--- config.mk ---
export PLATFORM = sky130hd
export DESIGN_NAME = tqvp_sprite_engine_n
export DESIGN_NICKNAME = d
export VERILOG_FILES = /design/src/rtl/tqvp_sprite_pkg.sv /design/src/rtl/sprite_hit_unit.sv /design/src/rtl/tqvp_sprite_engine_n.sv
export SDC_FILE = /design/constraint.sdc
export NUM_CORES = 2
export LEC_CHECK = 0
export ABC_AREA = 1
export ABC_CLOCK_PERIOD_IN_PS = 31300
export BUFFER_PORTS_ARGS = -buffer_cell sky130_fd_sc_hd__buf_2
export CAP_MARGIN = 20
export CORE_MARGIN = 2
export CORE_UTILIZATION = 40
export DETAILED_ROUTE_END_ITERATION = 7
export GPL_ROUTABILITY_DRIVEN = 0
export GPL_TIMING_DRIVEN = 0
export HOLD_SLACK_MARGIN = 0.05
export PLACE_DENSITY = 0.53
export SETUP_SLACK_MARGIN = 0.02
export SLEW_MARGIN = 20
export SYNTH_ARGS = -nofsm -noshare
export SYNTH_HDL_FRONTEND = slang
export SYNTH_SLANG_ARGS = --single-unit
--- constraint.sdc ---
create_clock -name clk -period 31.3 [get_ports clk]
set_input_delay 1.565 -clock clk [delete_from_list [all_inputs] [get_ports clk]]
set_output_delay 1.565 -clock clk [all_outputs]
set_load 0.01 [all_outputs]
--- src/rtl/tqvp_sprite_pkg.sv ---
// Shared constants for the TinyQV sprite engine: register map, field positions, FSM encoding.
package tqvp_sprite_pkg;

    // Register byte offsets
    localparam logic [5:0] ADDR_CTRL     = 6'h00;
    localparam logic [5:0] ADDR_STATUS   = 6'h04;
    localparam logic [5:0] ADDR_PAT_PTR  = 6'h08;
    localparam logic [5:0] ADDR_PAT_DATA = 6'h0C;
    localparam logic [5:0] ADDR_SPR_BASE = 6'h10;

    // CTRL / STATUS bit positions
    localparam int unsigned CTRL_ENABLE_BIT = 0;
    localparam int unsigned CTRL_IRQ_EN_BIT = 1;
    localparam int unsigned CTRL_MASK_LSB   = 8;
    localparam int unsigned STATUS_COLL_BIT = 0;
    localparam int unsigned STATUS_BUSY_BIT = 1;

    // PAT_PTR and SPRn field positions
    localparam int unsigned PTR_ROW_LSB = 0;
    localparam int unsigned PTR_ID_LSB  = 8;
    localparam int unsigned SPR_Y_LSB   = 16;
    localparam int unsigned SPR_COL_LSB = 28;

    typedef enum logic [1:0] {
        StIdle   = 2'd0,
        StScan   = 2'd1,
        StCommit = 2'd2
    } scan_state_e;

endpackage

--- src/rtl/sprite_hit_unit.sv ---
// Per-sprite pixel hit test against the prefetched row of the current line.
module sprite_hit_unit #(
    parameter int unsigned SPR_W   = 12,
    parameter int unsigned COORD_W = 8
) (
    input  logic [COORD_W-1:0] x,
    input  logic [SPR_W-1:0]   row,
    input  logic [COORD_W-1:0] pix_x,
    input  logic               pix_valid,
    output logic               hit
);

    logic [COORD_W-1:0] dx;
    logic [SPR_W-1:0]   shifted;

    // Modular distance so sprites straddling the coordinate wrap still render
    assign dx = pix_x - x;

    // Shifting left by dx brings row[SPR_W-1-dx] into the MSB (MSB = leftmost pixel)
    assign shifted = row << dx;

    assign hit = pix_valid && (32'(dx) < SPR_W) && shifted[SPR_W-1];

endmodule

--- src/rtl/tqvp_sprite_engine_n.sv ---
// Multi-sprite line renderer: register file, pattern store, per-line row prefetch and
// priority-resolved pixel output with collision detection.
module tqvp_sprite_engine_n #(
    parameter int unsigned NUM_SPRITES = 3,
    parameter int unsigned SPR_W       = 12,
    parameter int unsigned SPR_H       = 12,
    parameter int unsigned COORD_W     = 8
) (
    input  logic               clk,
    input  logic               rst,
    input  logic [5:0]         address,
    input  logic [31:0]        data_in,
    input  logic [1:0]         data_write_n,
    input  logic [1:0]         data_read_n,
    output logic [31:0]        data_out,
    output logic               data_ready,
    input  logic               line_start,
    input  logic [COORD_W-1:0] line_y,
    input  logic               pix_valid,
    input  logic [COORD_W-1:0] pix_x,
    output logic               pix_on,
    output logic [2:0]         pix_id,
    output logic [3:0]         pix_colour,
    output logic               busy,
    output logic               user_interrupt
);
    import tqvp_sprite_pkg::*;

    // Register state
    logic                   ctrl_enable_q;
    logic                   ctrl_irq_en_q;
    logic [NUM_SPRITES-1:0] spr_mask_q;
    logic                   sticky_q;
    logic [3:0]             ptr_row_q, ptr_row_d;
    logic [2:0]             ptr_id_q, ptr_id_d;
    logic [SPR_W-1:0]       pat_q [NUM_SPRITES][SPR_H];
    logic [COORD_W-1:0]     spr_x_q [NUM_SPRITES];
    logic [COORD_W-1:0]     spr_y_q [NUM_SPRITES];
    logic [3:0]             spr_col_q [NUM_SPRITES];

    // Prefetch state
    scan_state_e            state_q, state_d;
    logic [2:0]             scan_idx_q, scan_idx_d;
    logic [COORD_W-1:0]     scan_y_q, scan_y_d;
    logic [SPR_W-1:0]       pending_q [NUM_SPRITES];
    logic [SPR_W-1:0]       active_q [NUM_SPRITES];

    // Bus decode
    logic                   wr_en;
    logic                   rd_en;
    logic [3:0]             spr_sel;
    logic                   spr_addr_ok;
    logic                   ptr_ok;
    logic                   pat_wr;
    logic                   status_clr;
    logic [SPR_W-1:0]       pat_rd;
    logic [31:0]            rd_data;
    logic                   unused_data;

    // Scan and pixel path
    logic [COORD_W-1:0]     scan_dy;
    logic                   scan_en;
    logic [SPR_W-1:0]       scan_row;
    logic                   commit;
    logic [NUM_SPRITES-1:0] raw_hit;
    logic [NUM_SPRITES-1:0] hits;
    logic                   win_any;
    logic [2:0]             win_id;
    logic [3:0]             win_col;
    logic                   multi_hit;
    int unsigned            hit_cnt;

    assign wr_en      = (data_write_n == 2'b10);
    assign rd_en      = (data_read_n != 2'b11);
    assign data_ready = rd_en;
    assign spr_sel    = address[5:2] - ADDR_SPR_BASE[5:2];
    assign spr_addr_ok = (address[1:0] == 2'b00) && (address >= ADDR_SPR_BASE)
                         && (32'(spr_sel) < NUM_SPRITES);
    assign ptr_ok     = (32'(ptr_id_q) < NUM_SPRITES) && (32'(ptr_row_q) < SPR_H);
    assign pat_wr     = wr_en && (address == ADDR_PAT_DATA) && ptr_ok;
    assign status_clr = wr_en && (address == ADDR_STATUS) && data_in[STATUS_COLL_BIT];
    // Not every data_in bit maps to a register field
    assign unused_data = ^data_in;

    assign busy           = (state_q != StIdle);
    assign user_interrupt = sticky_q & ctrl_irq_en_q;
    assign data_out       = rd_en ? rd_data : 32'd0;

    // Pattern pointer: explicit load, or auto-advance row-major after each accepted write
    always_comb begin
        ptr_row_d = ptr_row_q;
        ptr_id_d  = ptr_id_q;
        if (wr_en && address == ADDR_PAT_PTR) begin
            ptr_row_d = data_in[PTR_ROW_LSB +: 4];
            ptr_id_d  = data_in[PTR_ID_LSB +: 3];
        end else if (pat_wr) begin
            if (32'(ptr_row_q) == SPR_H - 1) begin
                ptr_row_d = 4'd0;
                ptr_id_d  = (32'(ptr_id_q) == NUM_SPRITES - 1) ? 3'd0 : ptr_id_q + 3'd1;
            end else begin
                ptr_row_d = ptr_row_q + 4'd1;
            end
        end
    end

    // Control, pointer and collision-sticky registers
    always_ff @(posedge clk or posedge rst) begin
        if (rst) begin
            ctrl_enable_q <= 1'b0;
            ctrl_irq_en_q <= 1'b0;
            spr_mask_q    <= '0;
            sticky_q      <= 1'b0;
            ptr_row_q     <= 4'd0;
            ptr_id_q      <= 3'd0;
        end else begin
            if (wr_en && address == ADDR_CTRL) begin
                ctrl_enable_q <= data_in[CTRL_ENABLE_BIT];
                ctrl_irq_en_q <= data_in[CTRL_IRQ_EN_BIT];
                spr_mask_q    <= data_in[CTRL_MASK_LSB +: NUM_SPRITES];
            end
            // A new collision takes precedence over a same-cycle clear
            if (multi_hit) begin
                sticky_q <= 1'b1;
            end else if (status_clr) begin
                sticky_q <= 1'b0;
            end
            ptr_row_q <= ptr_row_d;
            ptr_id_q  <= ptr_id_d;
        end
    end

    // Pattern store and per-sprite position/colour registers
    always_ff @(posedge clk or posedge rst) begin
        if (rst) begin
            for (int unsigned i = 0; i < NUM_SPRITES; i++) begin
                spr_x_q[i]   <= '0;
                spr_y_q[i]   <= '0;
                spr_col_q[i] <= 4'd0;
                for (int unsigned r = 0; r < SPR_H; r++) begin
                    pat_q[i][r] <= '0;
                end
            end
        end else begin
            for (int unsigned i = 0; i < NUM_SPRITES; i++) begin
                if (wr_en && spr_addr_ok && 32'(spr_sel) == i) begin
                    spr_x_q[i]   <= data_in[COORD_W-1:0];
                    spr_y_q[i]   <= data_in[SPR_Y_LSB +: COORD_W];
                    spr_col_q[i] <= data_in[SPR_COL_LSB +: 4];
                end
                for (int unsigned r = 0; r < SPR_H; r++) begin
                    if (pat_wr && 32'(ptr_id_q) == i && 32'(ptr_row_q) == r) begin
                        pat_q[i][r] <= data_in[SPR_W-1:0];
                    end
                end
            end
        end
    end

    // Pattern readback at the current pointer; out-of-range pointers read zero
    always_comb begin
        pat_rd = '0;
        for (int unsigned i = 0; i < NUM_SPRITES; i++) begin
            for (int unsigned r = 0; r < SPR_H; r++) begin
                if (32'(ptr_id_q) == i && 32'(ptr_row_q) == r) begin
                    pat_rd = pat_q[i][r];
                end
            end
        end
    end

    // Register read mux; unmapped addresses and absent sprites read zero
    always_comb begin
        rd_data = 32'd0;
        if (address == ADDR_CTRL) begin
            rd_data[CTRL_ENABLE_BIT]               = ctrl_enable_q;
            rd_data[CTRL_IRQ_EN_BIT]               = ctrl_irq_en_q;
            rd_data[CTRL_MASK_LSB +: NUM_SPRITES] = spr_mask_q;
        end else if (address == ADDR_STATUS) begin
            rd_data[STATUS_COLL_BIT] = sticky_q;
            rd_data[STATUS_BUSY_BIT] = busy;
        end else if (address == ADDR_PAT_PTR) begin
            rd_data[PTR_ROW_LSB +: 4] = ptr_row_q;
            rd_data[PTR_ID_LSB +: 3]  = ptr_id_q;
        end else if (address == ADDR_PAT_DATA) begin
            rd_data[SPR_W-1:0] = pat_rd;
        end else if (spr_addr_ok) begin
            for (int unsigned i = 0; i < NUM_SPRITES; i++) begin
                if (32'(spr_sel) == i) begin
                    rd_data[COORD_W-1:0]           = spr_x_q[i];
                    rd_data[SPR_Y_LSB +: COORD_W]  = spr_y_q[i];
                    rd_data[SPR_COL_LSB +: 4]      = spr_col_q[i];
                end
            end
        end
    end

    // Row lookup for the sprite currently being scanned
    always_comb begin
        scan_dy  = '0;
        scan_en  = 1'b0;
        scan_row = '0;
        for (int unsigned i = 0; i < NUM_SPRITES; i++) begin
            if (32'(scan_idx_q) == i) begin
                scan_dy = scan_y_q - spr_y_q[i];
                scan_en = spr_mask_q[i];
                for (int unsigned r = 0; r < SPR_H; r++) begin
                    if (32'(scan_dy) == r) begin
                        scan_row = pat_q[i][r];
                    end
                end
            end
        end
        if (!scan_en || 32'(scan_dy) >= SPR_H) begin
            scan_row = '0;
        end
    end

    // Prefetch FSM next state: a line_start always (re)starts the scan from sprite 0
    always_comb begin
        state_d    = state_q;
        scan_idx_d = scan_idx_q;
        scan_y_d   = scan_y_q;
        case (state_q)
            StIdle: ;
            StScan: begin
                if (32'(scan_idx_q) == NUM_SPRITES - 1) begin
                    state_d = StCommit;
                end else begin
                    scan_idx_d = scan_idx_q + 3'd1;
                end
            end
            StCommit: state_d = StIdle;
            default:  state_d = StIdle;
        endcase
        if (line_start) begin
            state_d    = StScan;
            scan_idx_d = 3'd0;
            scan_y_d   = line_y;
        end
    end

    // A restart arriving in COMMIT abandons the half-stale pending rows
    assign commit = (state_q == StCommit) && !line_start;

    // Prefetch FSM state register
    always_ff @(posedge clk or posedge rst) begin
        if (rst) begin
            state_q    <= StIdle;
            scan_idx_q <= 3'd0;
            scan_y_q   <= '0;
        end else begin
            state_q    <= state_d;
            scan_idx_q <= scan_idx_d;
            scan_y_q   <= scan_y_d;
        end
    end

    // Pending rows fill during SCAN; active rows swap in on COMMIT
    always_ff @(posedge clk or posedge rst) begin
        if (rst) begin
            for (int unsigned i = 0; i < NUM_SPRITES; i++) begin
                pending_q[i] <= '0;
                active_q[i]  <= '0;
            end
        end else begin
            for (int unsigned i = 0; i < NUM_SPRITES; i++) begin
                if (state_q == StScan && 32'(scan_idx_q) == i) begin
                    pending_q[i] <= scan_row;
                end
                if (commit) begin
                    active_q[i] <= pending_q[i];
                end
            end
        end
    end

    for (genvar g = 0; g < NUM_SPRITES; g++) begin : g_hit
        sprite_hit_unit #(
            .SPR_W   (SPR_W),
            .COORD_W (COORD_W)
        ) u_hit (
            .x         (spr_x_q[g]),
            .row       (active_q[g]),
            .pix_x     (pix_x),
            .pix_valid (pix_valid),
            .hit       (raw_hit[g])
        );
    end

    assign hits = raw_hit & {NUM_SPRITES{ctrl_enable_q}};

    // Lowest-index priority and collision count
    always_comb begin
        win_any = 1'b0;
        win_id  = 3'd0;
        win_col = 4'd0;
        hit_cnt = 0;
        for (int unsigned i = 0; i < NUM_SPRITES; i++) begin
            if (hits[i]) begin
                hit_cnt = hit_cnt + 1;
                if (!win_any) begin
                    win_any = 1'b1;
                    win_id  = 3'(i);
                    win_col = spr_col_q[i];
                end
            end
        end
        multi_hit = (hit_cnt >= 2);
    end

    // Registered pixel outputs
    always_ff @(posedge clk or posedge rst) begin
        if (rst) begin
            pix_on     <= 1'b0;
            pix_id     <= 3'd0;
            pix_colour <= 4'd0;
        end else begin
            pix_on     <= win_any;
            pix_id     <= win_id;
            pix_colour <= win_col;
        end
    end

endmodule

==> out/results.ini <==
[sta]
tns_ns=0
period_share_pct=27.48
slew_violations=0
setup_viol=0
maxSlewHeadroom_pct=23.94
tightest_slew_ns=1.141
period_minus_slack_ns=8.600
hold_viol=0
clock_skew_ns=0.03157
rsz0062_at_grt=no
fmax_mhz=116.3

[floorplanning]
initial_core_util_pct=40.33
core_um2=86620
die_x_um=299.5
ios=105
rows=108
die_y_um=299.5
dieArea_um2=89720

[layout]
drive_above_1_share_pct=8.745
area_delta_synth_final_pct=13.58
nets=5220
num_antenna_cells=0
layout.cells.non_filler=6312
nFillCells=9079

[synth]
yosysSeqAreaShare_pct=42.76
netlist_area_um2=34940
async_flop_share_pct=100.0
synth_compound_area_share_pct=16.90
postSynthCellCount=4919
synth-edff-count=0
muxShareOfSynthArea_pct=1.092
ys_ff_latch=597
synth_area_per_cell_um2=7.102
synth.top_cell.area_share_pct=42.76
synth_warnings=0
synth.distinct_cells=65
yosysTopAreaCell=dfrtp_1
synthAdderAreaFrac_pct=2.314
synth-simple-area-share_pct=27.42
synthTopCellsByArea=dfrtp_1 (43%), nand2_1 (17%), o21ai_0 (9.9%)
synth_xor_area_share_pct=0.5766
synth_top_family_by_area=simple AND/OR/NAND/NOR gates
synthFlopType=dfrtp_1

[global_route]
grt_start_max_net_pins=102
grt_pass1_vias=32300
overflow=0
track_usage_pct=29.67
grt_pass1_wl_mm=202.0
grt_antenna_before_repair=4

[placed_design]
hpwl_mm=100.9
io_buffers=87
place_inst=6176

[outcome]
status=complete, no violations

[run]
maxCapViolCount=0

[clock_tree]
ctsLongestPathBuffers=3
clk_pin_slew_ns=0.06
cts-buffers-inserted=74
cts_root_buf=clkbuf_16
ctsHoldBuffers=0
clock_sinks=597
cts_tree=done
htree_levels=3
post_cts_buffers=0
clk_latency_ns=0.65
cts_resized=0

[routing]
drt_wl_total_mm=134.0
ant_nets=0
first_iter_violations=3487
drtPass1Iterations=6
drc=0
viasPerCell=5.388
num_vias=34010
wl_per_cell_um=21.23

[critical_path]
critPathCaptureType=output pin
path_common_cell=nand2_1
critPathRequiredTime_ns=29.74
critPathLaunchType=register
crit_slowest_cell=clkbuf_1
worstSetupPathType=reg -> out
rr_worst_depth=54
arrival_ns=7.04
critPathMaxFanout=10
slowest_delay_ns=0.67

[hold_path]
hold_path.class=reg -> reg
hold_depth=2

[pwr]
seq_power_share_pct=38.1
p_clk_share_pct=43.5
p_switching_w=0.0006723
swShare_pct=31.45
combPwrFrac_pct=18.4
irDropWorstVdd_mv=0.03900
p_int_w=0.001465
leakage_nw=18.75
p_per_area_nw_per_um2=53.86

[metal layers]
metal	up-vias	routed length, um	track usage [%]
met2	1258	62200	48.47
met1	16280	58540	40.83
li1	16260	-	-
met5	-	13	0
met4	2	4010	8.857
met3	211	9256	4.327
[cell usage in the layout, fill, tap and decap left out, drive strengths merged, types with 3 or more instances in the layout]
cell type	n
o221ai	10
o21ai	721
a21oi	281
o22ai	20
a221oi	3
bufinv	7
clkinvlp	3
ha	55
inv	499
dfrtp	597
clkinv	24
xnor2	6
conb	9
mux2	33
clkbuf	319
nand3	284
nor3	15
nand2	1623
buf	155
or2	65
o2111ai	5
xor2	17
nor2	275
a211oi	7
a31oi	8
fa	6
nand4	47
o211ai	40
[path summary, 6_finish.rpt]
| check | from | to | slack, ns |
|---|---|---|---|
| worst max-delay path | ptr_row_q[1] | data_out[7] | 22.70 |
| worst min-delay path | pending_q[22] | pending_q[22] | 0.48 |
| worst max register to register | spr_y_q[16] | pending_q[4] | 25.01 |
| worst min register to register | pending_q[22] | pending_q[22] | 0.48 |
| max in group asynchronous | rst | pat_q[185] | 28.54 |
| min in group asynchronous | rst | spr_y_q[11] | 0.96 |
[critical path, delay by kind of cell (launching register included)]
kind	cells	cell delay [ns]
DFF	1	0.51
AOI/OAI and AO/OA	12	2.43
buffers and inverters	3	0.99
adders and majority gates	1	0.22
and+or+nand+nor	21	2.22
[registers in the layout, indices dropped and copies added (netlist names), 3 cells and up]
signal      flops
ptr_row_q       4
spr_mask_q      3
pending_q      36
active_q       36
scan_y_q        8
pix_colour      4
ptr_id_q        3
spr_col_q      12
spr_y_q        24
pat_q         432
spr_x_q        24
scan_idx_q      3
[area by class of cell]
| cell class | instances | area [um2] | area share, % |
|---|---|---|---|
| multi-input cells | 3551 | 16910 | 42.61 |
| plain buffers | 274 | 1225 | 3.087 |
| repair buffers | 94 | 628.1 | 1.583 |
| clock inverters | 28 | 334.1 | 0.8419 |
| inverters | 505 | 1907 | 4.805 |
| well taps | 1155 | 1445 | 3.642 |
| clock buffers | 108 | 2296 | 5.786 |
| flip-flops and latches | 597 | 14940 | 37.65 |
[through the flow]
step	setup slack [ns]	util [%]	area (um2)	total power (W)	hold WS (ns)
after CTS	22.87	45.81	39680	0.002142	0.4824
after global routing	22.35	45.81	39680	0.002214	0.5031
final	22.70	45.81	39680	0.002137	0.4803
after global placement	5.169	42.54	36850	0.001210	0.4646
after floorplan	13.03	-	34970	0.001060	0.4453
after detailed placement	23.59	42.77	37050	0.001213	0.4668
[cells in the mapped netlist, types with 17 or more instances]
library cell and count:
o21ai_1 29, a21oi_1 273, o22ai_1 20, mux2_2 33
buf_2 23, nor2_1 254, nand3_1 269, nand2_1 1608
or2_2 54, o211ai_1 40, xor2_1 17, dfrtp_1 597
buf_4 26, ha_1 55, inv_1 482, clkbuf_1 210
nand4_1 46, o21ai_0 690
[power by group through the flow]
| stage | clock network (W) | logic [W] | registers, W |
|---|---|---|---|
| 3_5_place_dp | 0 | 0.000385 | 0.000828 |
| 6_report | 0.000929 | 0.000394 | 0.000814 |
| 3_3_place_gp | 0 | 0.000381 | 0.000829 |
| 5_1_grt | 0.000970 | 0.000427 | 0.000817 |
| 4_1_cts | 0.000941 | 0.000386 | 0.000814 |
| 2_1_floorplan | 0 | 0.000237 | 0.000823 |
[cell families (layout without fill, tap and decap cells)]
family | Yosys count | in the layout
xor+xnor | 23 | 23
other cells | 1 | 9
fa+ha+maj | 61 | 61
simple gates | 2311 | 2311
compound gates | 1113 | 1113
mux | 34 | 34
flops | 597 | 597
buf+inv | 779 | 1009
Note: power is estimated with default switching activity, not from simulation.
